--- config.mk ---
export PLATFORM = sky130hd
export DESIGN_NAME = contador_mod6_core
export DESIGN_NICKNAME = d
export VERILOG_FILES = /design/src/rtl/contador_pkg.sv /design/src/rtl/contador_load_sat.sv /design/src/rtl/contador_mod6_core.sv
export SDC_FILE = /design/constraint.sdc
export NUM_CORES = 1
export LEC_CHECK = 0
export CAP_MARGIN = 40
export CELL_PAD_IN_SITES_DETAIL_PLACEMENT = 0
export CELL_PAD_IN_SITES_GLOBAL_PLACEMENT = 1
export CORE_AREA = 2 2 39 41
export CTS_CLUSTER_SIZE = 24
export DETAILED_ROUTE_END_ITERATION = 10
export DIE_AREA = 0 0 41 43
export PLACE_DENSITY = 0.57
export SYNTH_ARGS = -nofsm -noshare
export SYNTH_HDL_FRONTEND = slang
export SYNTH_HIERARCHICAL = 1
export SYNTH_SLANG_ARGS = --single-unit
export TNS_END_PERCENT = 1
--- constraint.sdc ---
create_clock -name clk -period 1.2 [get_ports clk]
set_input_delay 0.18 -clock clk [delete_from_list [all_inputs] [get_ports clk]]
set_output_delay 0.18 -clock clk [all_outputs]
set_load 0.1 [all_outputs]
--- src/rtl/contador_pkg.sv ---
// rtl/contador_pkg.sv - shared constants, types and helpers for the mod-N down counter
//
// Purpose: default WIDTH/MODULUS, the count type at default width, and the
// helper that turns a modulus into the highest legal count value.
// Optional feature macro used by this family: CONTADOR_MOD6_LOAD_ERR_EN.
package contador_pkg;

  localparam int DEFAULT_WIDTH   = 4;
  localparam int DEFAULT_MODULUS = 6;

  typedef logic [DEFAULT_WIDTH-1:0] count_t;

  // Highest value the counter may hold; also the wrap target after 0.
  function automatic int max_count(input int modulus);
    return modulus - 1;
  endfunction

endpackage

--- src/rtl/contador_load_sat.sv ---
// rtl/contador_load_sat.sv - combinational clamp of a load value to 0..MODULUS-1
//
// Purpose: keeps every load inside the counter's legal range.
// Ports:
//   data  in   WIDTH  raw parallel load value
//   sat   out  WIDTH  data clamped to MODULUS-1
//   oor   out  1      data was above MODULUS-1 (clamp applied)
module contador_load_sat
  import contador_pkg::*;
#(
  parameter int WIDTH   = DEFAULT_WIDTH,
  parameter int MODULUS = DEFAULT_MODULUS
) (
  input  logic [WIDTH-1:0] data,
  output logic [WIDTH-1:0] sat,
  output logic             oor
);

  localparam logic [WIDTH-1:0] MAX_COUNT = WIDTH'(max_count(MODULUS));

  always_comb begin
    oor = (data > MAX_COUNT);
    sat = oor ? MAX_COUNT : data;
  end

endmodule

--- src/rtl/contador_mod6_core.sv ---
// rtl/contador_mod6_core.sv - mod-N synchronous down counter with load, enable, clear and flags
//
// Purpose: one digit stage of the timer chain (default mod-6, 5..0). tc feeds
// the enable of the next stage so both move on the same edge when this stage wraps.
// Optional feature macro: CONTADOR_MOD6_LOAD_ERR_EN adds the registered load_err flag.
// Ports:
//   clk       in   1      rising-edge clock
//   clr       in   1      synchronous active-high clear (count -> 0)
//   data      in   WIDTH  parallel load value (clamped to MODULUS-1)
//   loadn     in   1      active-low synchronous load
//   en        in   1      count enable (decrement, wraps 0 -> MODULUS-1)
//   count     out  WIDTH  registered count
//   tc        out  1      en & (count == 0), combinational borrow
//   zero      out  1      count == 0, combinational
//   load_err  out  1      (macro only) last load was out of range; cleared by clr or in-range load
module contador_mod6_core
  import contador_pkg::*;
#(
  parameter int WIDTH   = DEFAULT_WIDTH,
  parameter int MODULUS = DEFAULT_MODULUS
) (
  input  logic             clk,
  input  logic             clr,
  input  logic [WIDTH-1:0] data,
  input  logic             loadn,
  input  logic             en,
  output logic [WIDTH-1:0] count,
  output logic             tc,
  output logic             zero
`ifdef CONTADOR_MOD6_LOAD_ERR_EN
  ,output logic            load_err
`endif
);

  localparam logic [WIDTH-1:0] MAX_COUNT = WIDTH'(max_count(MODULUS));

  logic [WIDTH-1:0] load_val;
  logic             load_oor;

  contador_load_sat #(
    .WIDTH   (WIDTH),
    .MODULUS (MODULUS)
  ) u_load_sat (
    .data (data),
    .sat  (load_val),
    .oor  (load_oor)
  );

  // clr > load > count > hold
  always_ff @(posedge clk) begin
    if (clr) begin
      count <= '0;
    end else if (!loadn) begin
      count <= load_val;
    end else if (en) begin
      count <= (count == '0) ? MAX_COUNT : count - WIDTH'(1);
    end
  end

  always_comb begin
    zero = (count == '0);
    tc   = en & zero;
  end

`ifdef CONTADOR_MOD6_LOAD_ERR_EN
  always_ff @(posedge clk) begin
    if (clr) begin
      load_err <= 1'b0;
    end else if (!loadn) begin
      load_err <= load_oor;
    end
  end
`else
  // Out-of-range loads saturate silently in this build; the flag has no consumer.
  logic unused_load_oor;
  assign unused_load_oor = load_oor;
`endif

endmodule

==> results_dict.tcl <==
set metrics [dict create \
    clockRootBuffer "clkbuf_4" \
    die_w_um 41 \
    grt_pass1_wl_um 1170 \
    drive_gt1_share_pct 47.9 \
    cts.htree.levels 1 \
    routed_wl_um 637 \
    p_leak_nw 0.205 \
    critPathTopFamily "simple AND/OR/NAND/NOR gates" \
    hold_class "in -> reg" \
    cts_sinks 4 \
    syn_inst 28 \
    cp_slowest_cell "or3b_4" \
    rr_startpoint "count[1]" \
    layout.cells.non_filler 64 \
    grt_use_total_pct 10.3 \
    startpoint_type "register" \
    period_needed_ns 1.53 \
    antenna_cells 0 \
    dp.cells 60 \
    grt-ovfl-total 0 \
    firstDrtPassIters 2 \
    cap_violations 0 \
    cts_buffers 3 \
    crit_path_max_fanout 2 \
    clock_path_buffers 2 \
    p_total_mw 0.648 \
    dpl.hpwl_um 548 \
    antenna_left 0 \
    top_regs "count (4)" \
    drc 0 \
    io_pins 14 \
    slew_viol_final 0 \
    n_fill_cell 141 \
    cts_setup_buffers 0 \
    required_ns 1.02 \
    fin_area_um2 544 \
    place_area_um2 519 \
    core_um2 1380 \
    power_density_nw_per_um2 1190 \
    outcome "finished, violations left" \
    arrival_ns 1.35 \
    place_congestion 0.672 \
    start_util_pct 17.7 \
    yosysWarningCount 6 \
    largest_reg_flops 4 \
    cts_tree "done" \
    worst_slack_ns -0.325 \
    syn_area_um2 245 \
    die_h_um 43 \
    finalSetupViolations 2 \
    setup_tns_ns -0.563 \
    nets 57 \
    worstPathCellList "or3b_4, nor3_4, buf_12" \
    violations "negative setup slack" \
    synth_area_per_cell_um2 8.76 \
    critPathMaxStageDelay_ns 0.42 \
    fin_crit_sh_pct 127 \
    rows 14 \
    antenna_found_initial 0 \
    wl_per_cell_um 9.95 \
    place.port_buffers 13 \
    synthesis.nets 36 \
    area_growth_pct 122 \
    grt_max_degree 7 \
    vias_per_cell 4.36 \
    cts.reportedPaths.clkPinSlew_ns 0.04 \
    initialDrtViolationCount 5 \
    rsz0062_at_grt "yes" \
    irDropWorstVdd_mv 0.340 \
    worstSetupPathType "reg -> out" \
    max_freq_mhz 656 \
    endpoint_kind "output pin" \
    via_count 279 \
    top_register "count" \
    hold_viol_final 0 \
    dieArea_um2 1760 \
    fin_worst_skew_ns 0.00203 \
    startpoint "count[1]" \
    critPathBufInv 1 \
    grt_pass1_vias 293 \
    clk_latency_ns 0.23 \
    min_from "en" \
]
[timing repair]
item | 4_1_cts | 5_1_grt
pin swaps | 1 | 0
endpoints found under the hold margin | 0 | 0
gates cloned | 0 | 0
setup endpoints to repair | 3 | 2
resized for setup | 1 | 0
hold buffers | 0 | 0
[where the power goes]
part	leakage, nW	internal [mW]	switching [mW]
registers	0.0350	0.144	0.0179
clock network	0.0150	0.125	0.0537
logic	0.155	0.128	0.180
[tightest hold or removal path: cells and delay by family]
kind                   cells  cell delay, ns
buffers and inverters      2            0.32
and+or+nand+nor            1            0.09
AOI/OAI and AO/OA          1            0.08
[final cells by class]
| class | instances | area [um^2] | area share (%) |
|---|---|---|---|
| flip-flops and latches | 4 | 90.1 | 16.6 |
| repair buffers | 18 | 226 | 41.6 |
| multi-input cells | 22 | 181 | 33.3 |
| well taps | 16 | 20.0 | 3.68 |
| clock buffers | 4 | 26.3 | 4.83 |
[final timing paths]
kind         endpoint  slack (ns)  cells past startpoint
max                tc       -0.33                      3
min          count[0]        0.50                      4
max reg2reg  count[3]        0.08                      3
min reg2reg  count[3]        0.57                      2
[metal layers]
metal  vias up  GRT usage, %  share of wire [%]  wire, um
li1        144             -                  -         -
met1       120          11.0                 36       232
met3         2          3.66                7.2        46
met5         -             0                  0         0
met4         0          10.0                1.6        10
met2        13          14.4                 54       347
[placed cells by master, fill, tap and decap left out, types with 2 or more instances in the layout]
cell             n
clkdlybuf4s50_1  6
buf_12           6
buf_4            5
nand2b_1         3
clkbuf_4         3
o211ai_1         2
a21oi_1          2
nor2_1           2
dfxtp_4          2
dfxtp_2          2
[through the flow]
| stage | setup slack (ns) | utilization [%] | hold WS, ns |
|---|---|---|---|
| 2_1_floorplan | -0.668 | - | 0.237 |
| 5_1_grt | -0.383 | 39.3 | 0.526 |
| 3_5_place_dp | -0.469 | 37.5 | 0.569 |
| 3_3_place_gp | -0.428 | 37.5 | 0.561 |
| 4_1_cts | -0.341 | 39.3 | 0.493 |
| 6_report | -0.325 | 39.3 | 0.498 |
Note: power is estimated with default switching activity, not from simulation.
